==> src/rtl/pc_stack_unit.sv <==
// -----------------------------------------------------------------------------
// pc_stack_unit
//
// Program-counter unit for the nanoprocessor. It holds the fetch address and
// updates it from strobes issued by the control sequencer. Supported actions
// are increment, absolute load, relative branch, call (push return address)
// and return (pop). Overflow and underflow of the return stack raise sticky
// error flags.
//
// Optional feature macro: PC_REL_BRANCH_EN
//   defined   : i_br_rel / i_offset perform a PC-relative branch
//   undefined : i_br_rel / i_offset are ignored (ports kept, inputs unused)
//
// Parameters
//   ADDR_W      : PC and return-address width (>= 2)
//   STACK_DEPTH : number of return-address entries (>= 1)
//   OFF_W       : signed branch offset width (<= ADDR_W)
//
// Ports
//   clk             in   clock, rising edge
//   reset_n         in   asynchronous active-low reset
//   i_inc_pc        in   pc <= pc + 1
//   i_load_pc       in   pc <= i_data_in
//   i_br_rel        in   pc <= pc + sign-extended i_offset
//   i_call          in   push pc + 1, pc <= i_data_in
//   i_ret           in   pc <= popped return address
//   i_data_in       in   jump / call target
//   i_offset        in   signed branch offset
//   i_err_clr       in   clears the sticky stack error flags
//   o_pc            out  current program counter
//   o_sp            out  number of valid stack entries
//   o_stack_empty   out  o_sp == 0
//   o_stack_full    out  o_sp == STACK_DEPTH
//   o_stk_ovf       out  sticky: call issued while full
//   o_stk_unf       out  sticky: ret issued while empty
//
// Strobe priority: ret > call > load_pc > br_rel > inc_pc.
// -----------------------------------------------------------------------------
module pc_stack_unit #(
  parameter int ADDR_W      = 8,
  parameter int STACK_DEPTH = 4,
  parameter int OFF_W       = 6,
  localparam int SP_W       = $clog2(STACK_DEPTH + 1),
  localparam int IDX_W      = (STACK_DEPTH > 1) ? $clog2(STACK_DEPTH) : 1
) (
  input  logic              clk,
  input  logic              reset_n,
  input  logic              i_inc_pc,
  input  logic              i_load_pc,
  input  logic              i_br_rel,
  input  logic              i_call,
  input  logic              i_ret,
  input  logic [ADDR_W-1:0] i_data_in,
  input  logic [OFF_W-1:0]  i_offset,
  input  logic              i_err_clr,
  output logic [ADDR_W-1:0] o_pc,
  output logic [SP_W-1:0]   o_sp,
  output logic              o_stack_empty,
  output logic              o_stack_full,
  output logic              o_stk_ovf,
  output logic              o_stk_unf
);

  logic [ADDR_W-1:0] r_pc;
  logic [SP_W-1:0]   r_sp;
  logic              r_stk_ovf;
  logic              r_stk_unf;
  logic [ADDR_W-1:0] r_stack [STACK_DEPTH];

  logic              w_empty;
  logic              w_full;
  logic [ADDR_W-1:0] w_pc_inc;
  logic [ADDR_W-1:0] w_pc_br;
  logic              w_br_en;
  logic              w_push;
  logic              w_ovf_evt;
  logic              w_unf_evt;
  logic [IDX_W-1:0]  w_push_idx;
  logic [IDX_W-1:0]  w_pop_idx;

  assign w_empty  = (r_sp == '0);
  assign w_full   = (r_sp == SP_W'(STACK_DEPTH));
  assign w_pc_inc = r_pc + ADDR_W'(1);

`ifdef PC_REL_BRANCH_EN
  logic [ADDR_W-1:0] w_off_ext;
  // Size cast of a signed operand sign-extends; works for OFF_W == ADDR_W too.
  assign w_off_ext = ADDR_W'($signed(i_offset));
  assign w_pc_br   = r_pc + w_off_ext;
  assign w_br_en   = i_br_rel;
`else
  logic w_unused_br;
  assign w_unused_br = ^{i_br_rel, i_offset};
  assign w_pc_br     = r_pc;
  assign w_br_en     = 1'b0;
`endif

  // A call only pushes when ret does not win the cycle and there is room.
  assign w_push    = i_call & ~i_ret & ~w_full;
  assign w_ovf_evt = i_call & ~i_ret &  w_full;
  assign w_unf_evt = i_ret  & w_empty;

  // Slots are only addressed with sp < STACK_DEPTH (push) or sp > 0 (pop),
  // so truncating to the index width never aliases.
  assign w_push_idx = IDX_W'(r_sp);
  assign w_pop_idx  = IDX_W'(r_sp - SP_W'(1));

  always_ff @(posedge clk or negedge reset_n) begin
    if (!reset_n) begin
      r_pc      <= '0;
      r_sp      <= '0;
      r_stk_ovf <= 1'b0;
      r_stk_unf <= 1'b0;
    end else begin
      if (i_ret) begin
        if (!w_empty) begin
          r_pc <= r_stack[w_pop_idx];
          r_sp <= r_sp - SP_W'(1);
        end
      end else if (i_call) begin
        r_pc <= i_data_in;
        if (!w_full) begin
          r_sp <= r_sp + SP_W'(1);
        end
      end else if (i_load_pc) begin
        r_pc <= i_data_in;
      end else if (w_br_en) begin
        r_pc <= w_pc_br;
      end else if (i_inc_pc) begin
        r_pc <= w_pc_inc;
      end

      // A new error event beats a simultaneous clear.
      r_stk_ovf <= w_ovf_evt | (r_stk_ovf & ~i_err_clr);
      r_stk_unf <= w_unf_evt | (r_stk_unf & ~i_err_clr);
    end
  end

  // Stack storage needs no reset; entries above sp are never read.
  always_ff @(posedge clk) begin
    if (w_push && reset_n) begin
      r_stack[w_push_idx] <= w_pc_inc;
    end
  end

  assign o_pc          = r_pc;
  assign o_sp          = r_sp;
  assign o_stack_empty = w_empty;
  assign o_stack_full  = w_full;
  assign o_stk_ovf     = r_stk_ovf;
  assign o_stk_unf     = r_stk_unf;

endmodule

==> config.mk <==
export PLATFORM = sky130hd
export DESIGN_NAME = pc_stack_unit
export DESIGN_NICKNAME = d
export VERILOG_FILES = /design/src/rtl/pc_stack_unit.sv
export SDC_FILE = /design/constraint.sdc
export NUM_CORES = 1
export LEC_CHECK = 0
export CAP_MARGIN = 20
export CORE_UTILIZATION = 40
export CTS_CLUSTER_DIAMETER = 50
export DETAILED_ROUTE_END_ITERATION = 6
export GPL_TIMING_DRIVEN = 1
export PLACE_DENSITY_LB_ADDON = 0.25
export SYNTH_ARGS = -nofsm -noshare
export SYNTH_HDL_FRONTEND = slang
export SYNTH_SLANG_ARGS = --single-unit
==> constraint.sdc <==
create_clock -name clk -period 2.1 [get_ports clk]
set_input_delay 0.21 -clock clk [delete_from_list [all_inputs] [get_ports clk]]
set_output_delay 0.21 -clock clk [all_outputs]
set_load 0.01 [all_outputs]
==> qor.tcl <==
set qor(outcome) {complete, no violations}
set qor(routed_via_density) 5.213
set qor(netlist.area_leader.share_pct) 45.28
set qor(vdd_drop_max_v) 0.0004812
set qor(numPlacedInstances) 245
set qor(gr-usage-all-layers_pct) 17.25
set qor(grt_pass1_wl_um) 6720
set qor(power.clock.fraction_pct) 15.6
set qor(max-clock-path-buffers) 2
set qor(avgSynthCellArea_sq_um) 15.38
set qor(finish.net_count) 210
set qor(cellLeakagePower_nw) 1.009
set qor(dieHeight_um) 74.84
set qor(post-dp-hpwl_um) 3263
set qor(number_of_storage_elements_in_the_synthesis_netlist) 45
set qor(final.min_clock_period_ns) 1.980
set qor(synth_top_cells_by_count) {32 x sky130_fd_sc_hd__edfxtp_1, 13 x sky130_fd_sc_hd__dfrtp_1, 8 x sky130_fd_sc_hd__inv_1}
set qor(cts_hold_bufs) 0
set qor(route.vias.total) 1319
set qor(synth-seq-area-share_pct) 60.61
set qor(largest_net_degree_at_the_start_of_global_routing) 16
set qor(clock_skew_ns) 0.01523
set qor(worst-slew-pin-transition_ns) 0.4945
set qor(ys_top_cells_by_area) {sky130_fd_sc_hd__edfxtp_1 45%, sky130_fd_sc_hd__dfrtp_1 15%, sky130_fd_sc_hd__mux4_1 6.2%}
set qor(row_count) 26
set qor(critical-path-top-delay-family) {buffers and inverters}
set qor(post_drt_wl_per_cell_um) 17.70
set qor(net_switching_fraction_of_the_power_pct) 34.09
set qor(synth-warning-count) 0
set qor(yosysMostFrequentCell) {sky130_fd_sc_hd__edfxtp_1}
set qor(place_worst_setup_slack_ns) 0.1729
set qor(switching_power_mw) 1.180
set qor(count_of_flip_flops_with_a_built_in_enable_after_synthesis) 32
set qor(cp_data_required_time_ns) 1.89
set qor(critical_path_class) {register to output pin}
set qor(cts_buffers) 5
set qor(grt_setup_unrepaired) {false}
set qor(most_numerous_cell_on_the_critical_path) {sky130_fd_sc_hd__inv_1}
set qor(holdCritPathClass) {primary input to async pin}
set qor(cts.root.buffer_cell) {sky130_fd_sc_hd__clkbuf_8}
set qor(grtUsageMet1_pct) 21.39
set qor(worst_setup_hold_path_clk_slew_ns) 0.09
set qor(die_footprint_sq_um) 5600
set qor(synth.cell_area_sq_um) 2122
set qor(drive_above_1_share_pct) 16.94
set qor(dominantRegCellSynth) {sky130_fd_sc_hd__edfxtp_1}
set qor(startpoint_type) {register}
set qor(internal-power_mw) 2.282
set qor(critical_path_end_type) {output pin}
set qor(antenna-diode-count) 0
set qor(arrival_ns) 1.77
set qor(layout.cells.non_filler) 253
set qor(route.final.wire_length_um) 4479
set qor(clock_latency_on_the_worst_skew_pair_ns) 0.30
set qor(core_region_area_sq_um) 5107
set qor(htreeDepth) 2
set qor(route.antenna.remaining_nets) 0
set qor(fin_util_pct) 52.96
set qor(fin_crit_sh_pct) 94.30
set qor(drt_iter0_markers) 59
set qor(fmax_mhz) 505.0
set qor(place_congestion) 0.7215
set qor(synth_cell_type_count) 40
set qor(port_buffers) 29
set qor(top_level_port_count) 37
set qor(finalSetupTns_ns) 0
set qor(grt-busiest-layer) {met2}
set qor(grt-ovfl-total) 0
set qor(slowest_delay_ns) 0.55
set qor(syn_nets) 166
set qor(max_cap_viol_count) 0
set qor(num-fill-cells) 434
set qor(post-route-worst-setup-slack_ns) 0.1197
set qor(ys_async_sr_fraction_pct) 28.89
set qor(synth_largest_area_cell) {sky130_fd_sc_hd__edfxtp_1}
set qor(cts.repair_timing.setup_buffer_count) 0
set qor(timing.final.hold_violations) 0
set qor(drt-pass1-iter-count) 4
set qor(initial_core_util_pct) 41.55
set qor(initial_antenna_violation_count) 0
set qor(critical-path-slowest-cell) {sky130_fd_sc_hd__clkdlybuf4s50_1}
set qor(area_delta_synth_final_pct) 27.48
set qor(cts_tree) {yes}
set qor(cell_count_after_synthesis) 138
set qor(use_met3_pct) 3.614
set qor(finalSetupViolCount) 0
set qor(p_per_area_nw_per_um2) 1280
set qor(fin_hold_ws_ns) 0.2450
set qor(fp.dieW_um) 74.84
set qor(max_slew_margin_vs_limit_pct) 66.80
set qor(share_comb_of_total_power_pct) 43.4
set qor(path_cells) {inv_1 > ha_4 > nand2b_1 > inv_1 > clkdlybuf4s50_1}
set qor(power.sequential.fraction_pct) 40.9
set qor(critPathMaxFanout) 6
set qor(grt.met2_usage_pct) 30.13
set qor(worst-path-buf-inv) 3
set qor(drc) 0
set qor(cts_sinks) 45
set qor(grt_pass1_vias) 1305
set qor(final-max-slew-violation-count) 0
[power groups by stage]
| stage | clock network (mW) | registers, mW | logic [mW] |
|---|---|---|---|
| floorplan | 0 | 1.45 | 0.802 |
| global placement | 0 | 1.42 | 1.41 |
| global route | 0.575 | 1.45 | 1.63 |
| detailed placement | 0 | 1.43 | 1.45 |
| CTS | 0.549 | 1.42 | 1.48 |
| finish | 0.541 | 1.42 | 1.50 |
[state kept, by name, summed over array words and instances (netlist names)]
signal and cells:
o_stk_unf 1, o_pc 8, o_sp 3, r_stack 32, o_stk_ovf 1
[cell families (layout without fill, tap and decap cells)]
family                   count (synthesis)  count (layout)  share of synthesized area (%)
XOR/XNOR                                 7               7                          2.889
buffers and inverters                   11              56                          2.948
AND/OR/NAND/NOR                         32              32                          8.668
multiplexers                            14              14                          12.38
adder cells (fa/ha/maj)                  6               6                          3.538
AO/OA/AOI/OAI                           23              23                          8.963
flip-flops                              45              45                          60.61
[cell type report]
| type | count | area (sq um) | share of cell area [%] |
|---|---|---|---|
| Sequential cell | 45 | 1286 | 47.55 |
| Multi-Input combinational cell | 82 | 788.3 | 29.14 |
| Timing Repair Buffer | 40 | 422.9 | 15.63 |
| Tap cell | 70 | 87.58 | 3.238 |
| Clock buffer | 5 | 68.82 | 2.544 |
| Inverter | 8 | 30.03 | 1.110 |
| Clock inverter | 3 | 21.27 | 0.7863 |
[stage by stage]
stage,total power [mW],instance area (sq um)
2_1_floorplan,2.257,2122
3_3_place_gp,2.830,2600
3_5_place_dp,2.885,2600
4_1_cts,3.441,2695
5_1_grt,3.654,2705
6_report,3.462,2705
[metal layers]
layer | vias up | wire [um] | part of all wire (%)
met1 | 662 | 2004 | 45
met2 | 27 | 2275 | 51
li1 | 623 | - | -
met3 | 7 | 139 | 3.1
met4 | 0 | 59 | 1.3
met5 | - | 0 | 0
[layout by cell type (no fill, tap or decap), drive strengths merged, types with 3 or more instances in the layout]
cell type,n
a21oi,3
a221o,3
a22o,3
and2,6
buf,11
clkbuf,5
clkdlybuf4s50,29
dfrtp,13
edfxtp,32
ha,6
inv,9
mux2,3
mux2i,3
mux4,8
nand2,6
nand3,5
nor2,5
o21ai,5
xnor2,5
[worst reg2reg max path, delay by kind of cell (launching register included)]
family	cells	cell delay (ns)
adder cells (fa/ha/maj)	1	0.18
buffers and inverters	2	0.23
flip-flops	1	0.42
AND/OR/NAND/NOR	4	0.67
[worst paths after layout]
| check | start | end | slack (ns) | cells after the start |
|---|---|---|---|---|
| worst min register to register | o_stk_ovf | o_stk_ovf | 0.50 | 1 |
| min in group clk | i_data_in[4] | o_pc[4] | 0.47 | 3 |
| max in group asynchronous | reset_n | o_pc[0] | 1.69 | 2 |
| worst max register to register | o_sp[1] | r_stack[0][1] | 0.31 | 7 |
| worst max-delay path | o_sp[0] | o_stack_empty | 0.12 | 5 |
| worst min-delay path | reset_n | o_pc[3] | 0.24 | 2 |
[what timing repair did]
item,4_1_cts,5_1_grt
endpoints found under the setup margin,2,2
cloned,0,0
gates resized for setup,2,2
(Power assumes the default switching activity.)
